--- config.mk ---
export PLATFORM = sky130hd
export DESIGN_NAME = button_onehot_capture
export DESIGN_NICKNAME = d
export VERILOG_FILES = /design/src/rtl/button_onehot_capture_pkg.sv /design/src/rtl/button_onehot_capture_debounce_cell.sv /design/src/rtl/button_onehot_capture.sv
export SDC_FILE = /design/constraint.sdc
export NUM_CORES = 1
export LEC_CHECK = 0
export BUFFER_PORTS_ARGS = -buffer_cell sky130_fd_sc_hd__buf_2
export CAP_MARGIN = 15
export CORE_UTILIZATION = 38
export DETAILED_ROUTE_END_ITERATION = 6
export PLACE_DENSITY_LB_ADDON = 0.12
export SYNTH_ARGS = -nofsm -noshare
export SYNTH_HDL_FRONTEND = slang
export SYNTH_SLANG_ARGS = --single-unit
--- constraint.sdc ---
create_clock -name clk -period 1.4 [get_ports clk]
set_input_delay 0.07 -clock clk [delete_from_list [all_inputs] [get_ports clk]]
set_output_delay 0.07 -clock clk [all_outputs]
set_load 0.02 [all_outputs]
--- src/rtl/button_onehot_capture_pkg.sv ---
`default_nettype none
// ============================================================================
// Module      : button_onehot_capture_pkg
// Description : Shared constants for the button one-hot capture block:
//               FSM state encoding, default debounce length, button count
//               and a lowest-set-bit helper.
// Revision    : 1.0 - initial release
// ============================================================================
package button_onehot_capture_pkg;

  localparam int NUM_BTNS           = 4;
  localparam int DEB_CYCLES_DEFAULT = 16;

  // Capture FSM encoding; code 3 is unused and recovers to IDLE.
  localparam logic [1:0] IDLE     = 2'd0;
  localparam logic [1:0] PRESENT  = 2'd1;
  localparam logic [1:0] WAIT_REL = 2'd2;

  // Isolates the lowest set bit (two's-complement trick), giving the
  // lowest-index-wins priority pick as a one-hot vector.
  function automatic logic [NUM_BTNS-1:0] lowest_onehot(input logic [NUM_BTNS-1:0] v);
    return v & (~v + NUM_BTNS'(1));
  endfunction

endpackage
`default_nettype wire

--- src/rtl/button_onehot_capture_debounce_cell.sv ---
`default_nettype none
// ============================================================================
// Module      : debounce_cell
// Description : One button lane: 2-flop synchronizer, stability counter,
//               debounced level and a registered one-cycle rise pulse.
// Ports       : clk        - clock
//               rst        - asynchronous active-high reset
//               i_btn_raw  - asynchronous raw button level
//               o_level    - debounced level
//               o_rise     - one-cycle pulse, one edge after o_level rises
// Revision    : 1.0 - initial release
// ============================================================================
module debounce_cell
  import button_onehot_capture_pkg::*;
#(
  parameter int DEB_CYCLES = DEB_CYCLES_DEFAULT
) (
  input  logic clk,
  input  logic rst,
  input  logic i_btn_raw,
  output logic o_level,
  output logic o_rise
);

  localparam int              c_cnt_w    = $clog2(DEB_CYCLES + 1);
  localparam logic [c_cnt_w-1:0] c_cnt_last = c_cnt_w'(DEB_CYCLES - 1);

  logic               r_sync1;
  logic               r_sync2;
  logic               r_level;
  logic               r_level_d;
  logic               r_rise;
  logic [c_cnt_w-1:0] r_cnt;

  always_ff @(posedge clk or posedge rst) begin
    if (rst) begin
      r_sync1   <= 1'b0;
      r_sync2   <= 1'b0;
      r_level   <= 1'b0;
      r_level_d <= 1'b0;
      r_rise    <= 1'b0;
      r_cnt     <= '0;
    end else begin
      r_sync1   <= i_btn_raw;
      r_sync2   <= r_sync1;
      r_level_d <= r_level;
      r_rise    <= r_level & ~r_level_d;
      if (r_sync2 == r_level) begin
        r_cnt <= '0;
      end else if (r_cnt == c_cnt_last) begin
        // This edge supplies the DEB_CYCLES-th differing sample: flip the
        // level and restart, so the counter never reaches DEB_CYCLES or wraps.
        r_cnt   <= '0;
        r_level <= ~r_level;
      end else begin
        r_cnt <= r_cnt + c_cnt_w'(1);
      end
    end
  end

  assign o_level = r_level;
  assign o_rise  = r_rise;

endmodule
`default_nettype wire

--- src/rtl/button_onehot_capture.sv ---
`default_nettype none
// ============================================================================
// Module      : button_onehot_capture
// Description : Debounces four buttons and presents the lowest-index new
//               press as a one-hot code with a valid/ready handshake. A code
//               is produced only when all buttons have been released since
//               the previous one was accepted.
// Ports       : clk        - clock
//               rst        - asynchronous active-high reset
//               btn_raw    - raw asynchronous button levels
//               out_ready  - consumer accepts the current code
//               out_valid  - onehot_out holds a captured press
//               onehot_out - captured one-hot code, zero when not valid
//               btn_level  - debounced button levels
// Revision    : 1.0 - initial release
// ============================================================================
module button_onehot_capture
  import button_onehot_capture_pkg::*;
#(
  parameter int DEB_CYCLES = DEB_CYCLES_DEFAULT
) (
  input  logic                clk,
  input  logic                rst,
  input  logic [NUM_BTNS-1:0] btn_raw,
  input  logic                out_ready,
  output logic                out_valid,
  output logic [NUM_BTNS-1:0] onehot_out,
  output logic [NUM_BTNS-1:0] btn_level
);

  logic [NUM_BTNS-1:0] w_level;
  logic [NUM_BTNS-1:0] w_rise;
  logic [1:0]          r_state;
  logic [1:0]          w_next_state;
  logic [NUM_BTNS-1:0] r_code;

  for (genvar g = 0; g < NUM_BTNS; g++) begin : g_btn
    debounce_cell #(
      .DEB_CYCLES (DEB_CYCLES)
    ) u_cell (
      .clk       (clk),
      .rst       (rst),
      .i_btn_raw (btn_raw[g]),
      .o_level   (w_level[g]),
      .o_rise    (w_rise[g])
    );
  end

  assign btn_level = w_level;

  // State register plus the captured code, which only loads on IDLE->PRESENT.
  always_ff @(posedge clk or posedge rst) begin
    if (rst) begin
      r_state <= IDLE;
      r_code  <= '0;
    end else begin
      r_state <= w_next_state;
      if ((r_state == IDLE) && (|w_rise)) begin
        r_code <= lowest_onehot(w_rise);
      end
    end
  end

  always_comb begin
    w_next_state = r_state;
    case (r_state)
      IDLE:     if (|w_rise)           w_next_state = PRESENT;
      // out_valid is high throughout PRESENT, so out_ready alone completes
      // the handshake here.
      PRESENT:  if (out_ready)         w_next_state = WAIT_REL;
      WAIT_REL: if (w_level == '0)     w_next_state = IDLE;
      default:                         w_next_state = IDLE;
    endcase
  end

  always_comb begin
    out_valid  = 1'b0;
    onehot_out = '0;
    if (r_state == PRESENT) begin
      out_valid  = 1'b1;
      onehot_out = r_code;
    end
  end

endmodule
`default_nettype wire

==> results.md, run 1 <==
GRT:
- Summed over all layers, the global routing overflow is 0.
- The via count of the first global-routing pass is 1078.
- Entering global routing, the biggest net connects 22 pins.
- The global-route wire length before repair is 4610 um.
- Across every metal layer, demand over resource in global routing totals 12.4%.
- The initial antenna violation count is 0.

Detailed routing:
- The DRC violation total after the first TritonRoute iteration is 45.
- The routed design has 2450 um of wire.
- The number of nets with antenna violations after detailed routing is 0.
- The remaining design rule violation count is 0.
- The total number of vias is 1002.
- Before antenna repair, the detailed router went through 4 iterations.
- In the final routed layout, each cell accounts on average for 11.3 um.
- The mean number of vias per cell is 4.62.

Clock tree:
- The clock transition at the register clock pins on the worst setup and hold paths after CTS is 0.08 ns.
- The cell sitting at the root of the clock tree is a sky130_fd_sc_hd__clkbuf_8.
- The maximum buffer depth of the clock tree is 2.
- The CTS tree is yes.
- The number of H-tree levels is 2.
- The clock reaches the later pin of the worst-skew pair after 0.29 ns.
- After clock tree synthesis, the setup repair step added 0 buffers.
- CTS saw 46 sinks.
- TritonCTS created 5 clock buffers.

Timing:
- Timing would allow up to 776 MHz.
- The number of pins exceeding their max-slew limit in the final report is 0.
- The setup TNS is 0 ns.
- The hold violation count in the final report came to 0.
- Of the available clock period, the critical path in the final layout requires 92.0%.
- Setup violations remaining at the end of the flow were counted as 0.
- At the pin with the least slew margin, the transition time is 0.723 ns.
- Between clock sinks in the finished design, the worst skew comes to 0.00608 ns.
- The worst path in the final design needs a cycle of 1.29 ns, including I/O delays and setup.
- The worst slew margin relative to its limit is 51.5%.
- Setup repair after global routing left no endpoint under its margin.

Cells and area:
- For this run, the post-layout net count is 175.
- The utilization after layout is 46.4%.
- The layout-stage area growth over the synthesis result is 16.9%.
- Counting the fill cells in the layout gives 408.
- Cells with a size suffix above 1 make up 21.2% of the layout.
- The library cells used most frequently in the layout, excluding fill and tap cells, are 46 x sky130_fd_sc_hd__dfrtp_1, 17 x sky130_fd_sc_hd__nor2_1, 15 x sky130_fd_sc_hd__buf_2.
- The most frequent standard cell in the layout excluding fill and tap cells is sky130_fd_sc_hd__dfrtp_1.
- The antenna cell count is 0.

Die:
- The number of top-level design ports is 16.
- In this run the standard cell core region covers 4380 um2.
- The die is 69.7 um wide.
- The overall die area is 4860 um2.
- The effective utilization at floorplan is 39.7%.
- The number of cell rows is 24.
- The die height is 69.7 um.

Synth:
- The number of standard cells after synthesis is 136.
- During synthesis, Yosys emitted a total of 0 warnings.
- The number of different library cells in the post-synthesis netlist is 25.
- The share of the Yosys chip area taken by registers is 66.1%.
- Summing every instance area after synthesis gives 1740 um2.
- The mean instance size in the synthesized netlist is 12.8 um2.
- In this run, synthesis produced a sequential element count of 46.
- When the netlist entered floorplanning its net count stood at 147.

Setup path:
- The maximum fanout along the worst path is 6.
- The type of element capturing the critical path is an output pin.
- The start of the worst register-to-register path is g_btn[1].u_cell.o_rise.
- The arrival time at the worst endpoint is 1.22 ns.
- The setup path with the least slack is of type register to output pin.
- The critical path required time is 1.33 ns.
- The critical path starts at r_state[0].
- The type of element launching the critical path is a register.

Run:
- The number of violations of the max-capacitance limit is 0.

Place:
- The quantity of I/O buffers inserted on ports is 15.
- The total half-perimeter wirelength after legalization and detailed placement is 1740 um.
- The routability congestion estimate is 0.770.

Outcome:
- The flow ran to the end, and the final reports show no timing, DRC or antenna violations.

Pwr:
- The design draws 2.36 mW.
- The cell leakage power is 1.08 nW.
- In this run the power spent charging and discharging nets is 0.526 mW.
- The share of total power dissipated in the clock network is 34.5%.
- The portion of total power attributed to sequential cells is 59.5%.
- The internal portion of the total power is 1.84 mW.
- IR analysis of the VDD net gives a maximum drop of 0.490 mV.
- Combinational cells account for 6.0% of the total power.
- Power spread over the standard cell area amounts to 1160 nW/um2.
- The net switching fraction of the power is 22.2%.

Hold path:
- The class of the tightest hold or removal check is input pin to asynchronous set/reset pin.
[final cells by class]
class | instances | area [um2] | area share (%)
Clock inverter | 1 | 5.00 | 0.246
Tap cell | 52 | 65.1 | 3.20
Clock buffer | 7 | 86.3 | 4.24
Timing Repair Buffer | 25 | 165 | 8.11
Sequential cell | 46 | 1150 | 56.5
Inverter | 4 | 15.0 | 0.738
Multi-Input combinational cell | 82 | 548 | 26.9
[synthesized netlist by cell type]
cell | instances | area (um2)
sky130_fd_sc_hd__a32o_2 | 1 | 11.3
sky130_fd_sc_hd__buf_4 | 4 | 30.0
sky130_fd_sc_hd__a32o_1 | 1 | 10.0
sky130_fd_sc_hd__inv_1 | 4 | 15.0
sky130_fd_sc_hd__nand2_2 | 1 | 6.26
sky130_fd_sc_hd__nand3_1 | 8 | 40.0
sky130_fd_sc_hd__o21ai_0 | 4 | 20.0
sky130_fd_sc_hd__nand2_1 | 1 | 3.75
sky130_fd_sc_hd__nor2_1 | 17 | 63.8
sky130_fd_sc_hd__xor2_1 | 12 | 105
sky130_fd_sc_hd__and3_1 | 4 | 25.0
sky130_fd_sc_hd__dfrtp_1 | 46 | 1150
sky130_fd_sc_hd__and2_1 | 10 | 62.6
sky130_fd_sc_hd__nor4_1 | 1 | 6.26
sky130_fd_sc_hd__o22ai_1 | 1 | 6.26
sky130_fd_sc_hd__ha_1 | 4 | 50.1
sky130_fd_sc_hd__a22o_1 | 1 | 8.76
sky130_fd_sc_hd__nand2b_1 | 1 | 6.26
sky130_fd_sc_hd__or4_4 | 1 | 11.3
sky130_fd_sc_hd__o31ai_1 | 1 | 7.51
sky130_fd_sc_hd__nor2b_1 | 5 | 31.3
sky130_fd_sc_hd__a21oi_1 | 2 | 10.0
sky130_fd_sc_hd__a211oi_1 | 1 | 7.51
sky130_fd_sc_hd__mux2_2 | 4 | 45.0
sky130_fd_sc_hd__or3_2 | 1 | 7.51
[cells by family (layout without fill, tap and decap cells)]
logic type	Yosys count	in the layout	share of synthesized area, %
adders and majority gates	4	4	2.87
DFF	46	46	66.1
muxes	4	4	2.59
AOI/OAI and AO/OA	12	12	4.67
xor gates and xnor gates	12	12	6.03
and+or+nand+nor	50	50	15.2
buffers and inverters	8	37	2.59
[routing by layer]
metal	vias up	share of wire (%)	track usage (%)
li1	505	-	-
met1	477	48	14.6
met2	14	45	19.5
met3	6	4.5	5.09
met4	0	2.4	6.00
met5	-	0	0
[power by group through the flow]
stage                     clock network, mW  registers, mW  logic, mW
after global placement                    0           1.43      0.127
after global routing                  0.905           1.41      0.169
after floorplan                           0           1.43     0.0895
after CTS                             0.854           1.41      0.147
after detailed placement                  0           1.43      0.133
final                                 0.816           1.41      0.142
[registers in the layout, summed over array words and instances, names as in the netlist]
signal	count
g_btn.u_cell.r_level_d	4
g_btn.u_cell.o_level	4
r_state	2
g_btn.u_cell.r_sync1	4
g_btn.u_cell.o_rise	4
r_code	4
g_btn.u_cell.r_cnt	20
g_btn.u_cell.r_sync2	4
[worst paths after layout]
check	to	slack, ns	cells past startpoint
setup / recovery	onehot_out[1]	0.11	3
hold / removal	g_btn[3].u_cell.o_level	0.35	3
setup reg to reg	r_state[0]	0.14	3
hold reg to reg	g_btn[2].u_cell.r_sync2	0.35	0
max in group asynchronous	g_btn[2].u_cell.r_cnt[0]	0.46	4
min in group clk	g_btn[2].u_cell.r_sync2	0.35	0
[per-stage QoR]
stage          cell area, um2  setup slack (ns)  instances  hold slack [ns]
6_report                 2040             0.112        217            0.347
5_1_grt                  2040            0.0247        217            0.364
4_1_cts                  2030            0.0268        217            0.354
2_1_floorplan            1740             0.206        136            0.101
3_5_place_dp             1880             0.155        203            0.133
3_3_place_gp             1880             0.182        203            0.131
[timing repair]
action                                 4_1_cts  5_1_grt
resized for setup                            0        1
endpoints found under the hold margin       23        0
hold buffers                                 6        0
setup endpoints to repair                    0        4
[worst max-delay path, cell delays in order (launching register included)]
cell and delay, ns:
sky130_fd_sc_hd__dfrtp_1 0.41, sky130_fd_sc_hd__nor2b_2 0.22, sky130_fd_sc_hd__and2_1 0.14, sky130_fd_sc_hd__buf_2 0.15
Note: power is estimated with default switching activity, not from simulation.
==> run 2, diff against run 1 <==
RECOVER_POWER = 50   (was not set)
==> run 2 against run 1 <==
Sequential share of layout area is 0.21 points higher. Non-clock buffer count stayed put. Clock-buffer cell count stayed put. Largest cell class unchanged. Sequential power about the same. Total power about the same. Via count up 0.20%. Register-to-register slack hardly changed. Die area did not move. Global-route usage unchanged.
==> results.md, run 2 (same netlist as run 1, synthesis figures left out) <==
Detailed routing:
- The mean number of vias per cell is 4.63 (was 4.62).
- The wire length per cell after detailed routing came to 11.3 um (about the same).
- The DRC violation total after the first TritonRoute iteration is 43 (was 45).
- The total number of vias is 1004 (was 1002).
- The first-pass iteration count of the detailed router is 4 (unchanged).
- The number of nets with antenna violations after detailed routing was 0 (unchanged).
- The remaining design rule violation count is 0 (unchanged).
- The total length of routed wires is 2460 um (was 2450 um).

Run:
- The number of violations of the max-capacitance limit came to 0 (unchanged).

Clock tree:
- The number of H-tree levels is 2 (unchanged).
- The clock transition at the register clock pins on the worst setup and hold paths after CTS is 0.08 ns (about the same).
- The total clock buffers created by CTS is 5 (unchanged).
- The number of buffers inserted by post-CTS setup repair is 0 (unchanged).
- The insertion delay to the later sink of the worst-skew pair is 0.29 ns (about the same).
- The maximum buffer depth of the clock tree is 2 (unchanged).
- The root cell of the clock tree is sky130_fd_sc_hd__clkbuf_8 (unchanged).
- The count of clock tree sinks is 46 (unchanged).
- The CTS tree is yes (unchanged).

Timing:
- Unrepaired setup endpoints after global routing: no (unchanged).
- The setup TNS came to 0 ns (unchanged).
- The number of pins exceeding their max-slew limit in the final report is 0 (unchanged).
- The slew at the pin with the worst max-slew slack is 0.720 ns (was 0.723 ns).
- The post-route fraction of the period consumed by the critical path was 92.1% (was 92.0%).
- The final critical delay including setup and external delays came to 1.29 ns (about the same).
- The final critical-path setup slack is 0.111 ns (was 0.112 ns).
- The highest clock rate is 776 MHz (about the same).
- The total setup violations reported at the end of the flow is 0 (unchanged).
- The hold violation count in the final report is 0 (unchanged).
- The worst slew margin relative to its limit is 51.7% (was 51.5%).
- The worst setup skew after layout is 0.00607 ns (was 0.00608 ns).

Place:
- The routability congestion estimate is 0.770 (unchanged).
- The worst slack at placement is 0.155 ns (unchanged).
- The total half-perimeter wirelength after legalization and detailed placement is 1740 um (unchanged).
- The quantity of I/O buffers inserted on ports is 15 (unchanged).

GRT:
- The all-layer global routing usage is 12.4% (unchanged).
- The initial antenna violation count is 0 (unchanged).
- The largest net degree at the start of global routing was 22 (unchanged).
- The aggregate global routing overflow came to 0 (unchanged).
- The global-route wire length before repair was 4610 um (unchanged).
- The via count of the first global-routing pass was 1078 (unchanged).

Outcome:
- Status: completed (unchanged).

Cells and area:
- The flip-flop count of the largest register after layout came to 20 (unchanged).
- The most frequent standard cell in the layout excluding fill and tap cells is sky130_fd_sc_hd__dfrtp_1 (unchanged).
- Highest-count cells in the layout ignoring fill and taps: 46 x sky130_fd_sc_hd__dfrtp_1, 17 x sky130_fd_sc_hd__nor2_1, 15 x sky130_fd_sc_hd__buf_2 (unchanged).
- The utilization after layout is 46.3% (was 46.4%).
- The layout-stage area growth over the synthesis result was 16.5% (was 16.9%).
- The net count reported at finish is 175 (unchanged).
- The antenna cell count came to 0 (unchanged).
- The fraction of layout instances using a drive strength above 1 was 20.0% (was 21.2%).
- The register with the highest flop count is g_btn.u_cell.r_cnt (unchanged).

Die:
- The die boundary width is 69.7 um (unchanged).
- The overall die area was 4860 um2 (unchanged).
- The die height is 69.7 um (unchanged).
- The core area came to 4380 um2 (unchanged).
- The effective utilization at floorplan is 39.7% (unchanged).
- The number of top-level design ports is 16 (unchanged).
- The number of cell rows is 24 (unchanged).

Setup path:
- The start-to-end type of the worst setup path is register to output pin (unchanged).
- The critical path required time is 1.33 ns (about the same).
- The maximum fanout along the worst path is 6 (unchanged).
- The arrival time at the worst endpoint was 1.22 ns (about the same).
- The type of element capturing the critical path is an output pin (unchanged).
- The type of element launching the critical path is a register (unchanged).

Pwr:
- The total power divided by cell area is 1170 nW/um2 (was 1160 nW/um2).
- The net switching fraction of the power came to 22.3% (was 22.2%).
- The maximum VDD drop came to 0.489 mV (was 0.490 mV).
- The proportion of power drawn by the clock network is 34.6% (was 34.5%).
- The portion of total power attributed to sequential cells is 59.5% (about the same).
- The proportion of power drawn by combinational gates is 5.9% (was 6.0%).
- The internal power component is 1.84 mW (about the same).
- The cell leakage power is 1.07 nW (was 1.08 nW).
- The switching power of the nets is 0.527 mW (was 0.526 mW).

Hold path:
- The class of the tightest hold or removal check is input pin to asynchronous set/reset pin (unchanged).
-- run 2: changes by cell type in the layout (fill, tap and decap cells not counted) --
cell and change:
sky130_fd_sc_hd__and2_1 -2, sky130_fd_sc_hd__clkbuf_1 +2, sky130_fd_sc_hd__and2_0 +2, sky130_fd_sc_hd__buf_4 -2
-- run 2: metal layers --
metal / GRT usage (%) / vias to the layer above / wire, um
met3: 5.09 / 6 / 117
met5: 0 / - / 0
met4: 6.00 / 0 / 58
li1: - / 505 / -
met2: 19.5 / 18 / 1110
met1: 14.6 / 475 / 1180
-- run 2: worst paths after layout --
| path | start | endpoint | slack, ns | cells after the start |
|---|---|---|---|---|
| worst max-delay path | r_state[0] | onehot_out[1] | 0.11 | 3 |
| worst min-delay path | rst | g_btn[3].u_cell.o_level | 0.34 | 3 |
| worst max register to register | g_btn[1].u_cell.o_rise | r_state[0] | 0.14 | 3 |
| worst min register to register | g_btn[2].u_cell.r_sync1 | g_btn[2].u_cell.r_sync2 | 0.35 | 0 |
| max in group asynchronous | rst | g_btn[1].u_cell.r_cnt[4] | 0.33 | 4 |
| min in group clk | g_btn[2].u_cell.r_sync1 | g_btn[2].u_cell.r_sync2 | 0.35 | 0 |
-- run 2: what timing repair did --
item,in CTS,in global routing
setup endpoints to repair,0,4
hold buffers,6,0
gates resized for setup,0,1
endpoints found under the hold margin,23,0
-- run 2: worst max-delay path, stage by stage, from the launching register on --
cell	delay [ns]
sky130_fd_sc_hd__dfrtp_1	0.41
sky130_fd_sc_hd__nor2b_2	0.22
sky130_fd_sc_hd__and2_1	0.14
sky130_fd_sc_hd__buf_2	0.15
-- run 2: power groups by stage --
stage                     Clock (mW)  Sequential (mW)  Combinational, mW
final                          0.818             1.41              0.139
after global routing           0.905             1.41              0.166
after CTS                      0.854             1.41              0.147
after detailed placement           0             1.43              0.133
after global placement             0             1.43              0.127
after floorplan                    0             1.43             0.0895
-- run 2: layout make-up --
class                      count  area [um2]
inverter                       4        15.0
fill                         410        2360
multi-input combinational     82         548
clock inverter                 1        5.00
tap                           52        65.1
sequential                    46        1150
clock buffer                   7        86.3
timing repair buffer          25         158
-- run 2: metrics by stage --
stage,instances,cell area (um2),power (mW),hold slack (ns)
after detailed placement,203,1880,1.57,0.133
after CTS,217,2030,2.41,0.354
after floorplan,136,1740,1.51,0.101
after global placement,203,1880,1.56,0.131
after global routing,217,2030,2.49,0.364
final,217,2030,2.36,0.345
==> run 3, diff against run 2 <==
PLACE_DENSITY_LB_ADDON = 0.15   (was 0.12)
==> run 3 against run 2 <==
Clock skew fell by 0.00089 ns. Cell area fell by 0.37%. Clock power fell by 1%. Largest cell class unchanged. Maximum frequency fell by 0.46%. Cell count fell by 0.92%. Register-to-register slack barely moved. Critical path type unchanged. Non-clock buffer count fell by 2. Routed wire length rose by 0.65%. Largest power group unchanged. Flip-flop and latch count did not move. Die area did not move. Setup slack got worse by 0.0060 ns. Utilization fell by 0.17 points.
==> results.md, run 3 (same netlist as run 1, synthesis figures left out) <==
Die:
- The number of top-level design ports came to 16 (unchanged).
- The core area is 4380 um2 (unchanged).
- The die height is 69.7 um (unchanged).
- The overall die area is 4860 um2 (unchanged).
- The die boundary width is 69.7 um (unchanged).
- The number of cell rows came to 24 (unchanged).
- The effective utilization at floorplan was 39.7% (unchanged).

Detailed routing:
- The number of nets with antenna violations after detailed routing is 0 (unchanged).
- The total length of routed wires was 2470 um (was 2460 um).
- The total number of vias is 1022 (was 1004).
- The remaining design rule violation count is 0 (unchanged).
- The first-pass iteration count of the detailed router came to 4 (unchanged).
- The DRC violation total after the first TritonRoute iteration was 27 (was 43).
- The wire length per cell after detailed routing was 11.5 um (was 11.3 um).
- The mean number of vias per cell is 4.75 (was 4.63).

Hold path:
- The class of the tightest hold or removal check is input pin to asynchronous set/reset pin (unchanged).

Cells and area:
- The flip-flop count of the largest register after layout is 20 (unchanged).
- The fraction of layout instances using a drive strength above 1 is 20.2% (was 20.0%).
- The summed area of non-filler cells in the final layout is 2020 um2 (was 2030 um2).
- The sequential cell area was 1150 um2 (unchanged).
- The total area of multi-input combinational cells came to 548 um2 (unchanged).
- The antenna cell count is 0 (unchanged).
- The register with the highest flop count is g_btn.u_cell.r_cnt (unchanged).
- The utilization after layout was 46.1% (was 46.3%).
- Highest-count cells in the layout ignoring fill and taps: 46 x sky130_fd_sc_hd__dfrtp_1, 17 x sky130_fd_sc_hd__nor2_1, 15 x sky130_fd_sc_hd__buf_2 (unchanged).
- The layout-stage area growth over the synthesis result is 16.0% (was 16.5%).
- The net count reported at finish is 173 (was 175).
- The most frequent standard cell in the layout excluding fill and tap cells is sky130_fd_sc_hd__dfrtp_1 (unchanged).
- The total of fill cells in the finished design is 398 (was 410).

Clock tree:
- The count of clock tree sinks was 46 (unchanged).
- The total clock buffers created by CTS is 5 (unchanged).
- The maximum buffer depth of the clock tree is 2 (unchanged).
- The clock transition at the register clock pins on the worst setup and hold paths after CTS is 0.08 ns (about the same).
- The number of H-tree levels is 2 (unchanged).
- The insertion delay to the later sink of the worst-skew pair is 0.29 ns (about the same).
- The root cell of the clock tree is sky130_fd_sc_hd__clkbuf_8 (unchanged).
- The CTS tree is yes (unchanged).

Setup path:
- The cell class contributing the biggest share of worst-path delay is flip-flops (unchanged).
- The critical path required time is 1.33 ns (about the same).
- The critical-path cell with the highest stage delay is sky130_fd_sc_hd__dfrtp_1 (unchanged).
- The arrival time at the worst endpoint came to 1.23 ns (was 1.22 ns).
- The delay contributed by the slowest stage of the critical path was 0.42 ns (was 0.41 ns).
- The start-to-end type of the worst setup path is register to output pin (unchanged).
- The type of element capturing the critical path is an output pin (unchanged).
- The type of element launching the critical path is a register (unchanged).
- The maximum fanout along the worst path is 6 (unchanged).
- Sequence of cells on the critical path: nor2b_2 -> and2_1 -> buf_2 (unchanged).
- The sum of buffers and inverters on the critical path is 1 (unchanged).

Place:
- The quantity of I/O buffers inserted on ports is 15 (unchanged).
- The worst slack at placement is 0.141 ns (was 0.155 ns).
- The routability congestion estimate came to 0.779 (was 0.770).
- The total half-perimeter wirelength after legalization and detailed placement came to 1790 um (was 1740 um).
- The placement-stage cell area came to 1880 um2 (about the same).

Timing:
- The total setup violations reported at the end of the flow was 0 (unchanged).
- Unrepaired setup endpoints after global routing: no (unchanged).
- The final critical delay including setup and external delays came to 1.30 ns (was 1.29 ns).
- The number of pins exceeding their max-slew limit in the final report is 0 (unchanged).
- The worst setup skew after layout was 0.00518 ns (was 0.00607 ns).
- The hold violation count in the final report is 0 (unchanged).
- The worst slew margin relative to its limit is 60.1% (was 51.7%).
- The post-route fraction of the period consumed by the critical path is 92.5% (was 92.1%).
- The final critical-path setup slack was 0.105 ns (was 0.111 ns).
- The setup TNS was 0 ns (unchanged).
- The slew at the pin with the worst max-slew slack is 0.595 ns (was 0.720 ns).
- The highest clock rate is 772 MHz (was 776 MHz).

Pwr:
- The total power divided by cell area is 1160 nW/um2 (was 1170 nW/um2).
- The proportion of power drawn by combinational gates is 5.8% (was 5.9%).
- The cell leakage power is 1.07 nW (about the same).
- The proportion of power drawn by the clock network is 34.3% (was 34.6%).
- The internal power component is 1.83 mW (was 1.84 mW).
- The net switching fraction of the power was 22.0% (was 22.3%).
- The portion of total power attributed to sequential cells is 59.8% (was 59.5%).
- The maximum VDD drop is 0.768 mV (was 0.489 mV).
- The switching power of the nets came to 0.517 mW (was 0.527 mW).

GRT:
- The aggregate global routing overflow is 0 (unchanged).
- The via count of the first global-routing pass came to 1093 (was 1078).
- The all-layer global routing usage is 12.1% (was 12.4%).
- The global-route wire length before repair is 4590 um (was 4610 um).
- The largest net degree at the start of global routing is 30 (was 22).
- The initial antenna violation count is 0 (unchanged).

Run:
- The number of violations of the max-capacitance limit came to 0 (unchanged).

Outcome:
- Status: completed (unchanged).
-- run 3: final timing paths --
kind / depth (start not counted) / endpoint / slack, ns / startpoint
worst max-delay path: 3 / onehot_out[2] / 0.10 / r_state[0]
min in group clk: 0 / g_btn[3].u_cell.r_sync2 / 0.35 / g_btn[3].u_cell.r_sync1
worst max register to register: 4 / g_btn[1].u_cell.o_level / 0.14 / g_btn[1].u_cell.r_cnt[0]
max in group asynchronous: 4 / g_btn[3].u_cell.r_sync2 / 0.31 / rst
worst min register to register: 0 / g_btn[3].u_cell.r_sync2 / 0.35 / g_btn[3].u_cell.r_sync1
worst min-delay path: 3 / g_btn[3].u_cell.r_cnt[1] / 0.30 / rst
-- run 3: worst min-delay path, delay by kind of cell --
| kind | cells | cell delay (ns) |
|---|---|---|
| buf+inv | 3 | 0.96 |
-- run 3: final cells by class --
cell class / instances / area share [%]
Clock buffer: 7 / 4.27
Multi-Input combinational cell: 82 / 27.1
Tap cell: 52 / 3.22
Sequential cell: 46 / 57.0
Clock inverter: 1 / 0.248
Timing Repair Buffer: 23 / 7.43
Inverter: 4 / 0.743
-- run 3: stage by stage --
stage          hold slack (ns)  total power, mW  std cells
2_1_floorplan            0.101             1.51        136
3_3_place_gp            0.0978             1.56        201
3_5_place_dp             0.111             1.57        201
4_1_cts                  0.339             2.40        215
5_1_grt                  0.359             2.47        215
6_report                 0.304             2.35        215
-- run 3: repair_timing --
item / 4_1_cts / 5_1_grt
gates resized for setup: 1 / 0
hold buffers: 6 / 0
buffers inserted: 0 / 0
endpoints found under the hold margin: 22 / 0
endpoints found under the setup margin: 1 / 0
-- run 3: routing by layer --
layer,vias up,routed length (um),track usage (%)
li1,500,-,-
met1,497,1160,14.1
met2,17,1160,20.2
met3,8,97,3.78
met4,0,59,6.22
met5,-,0,0
-- run 3: power by group through the flow --
stage	combinational (mW)	clock, mW	sequential [mW]
3_5_place_dp	0.133	0	1.43
6_report	0.137	0.807	1.41
4_1_cts	0.147	0.841	1.41
3_3_place_gp	0.127	0	1.43
2_1_floorplan	0.0895	0	1.43
5_1_grt	0.162	0.893	1.41
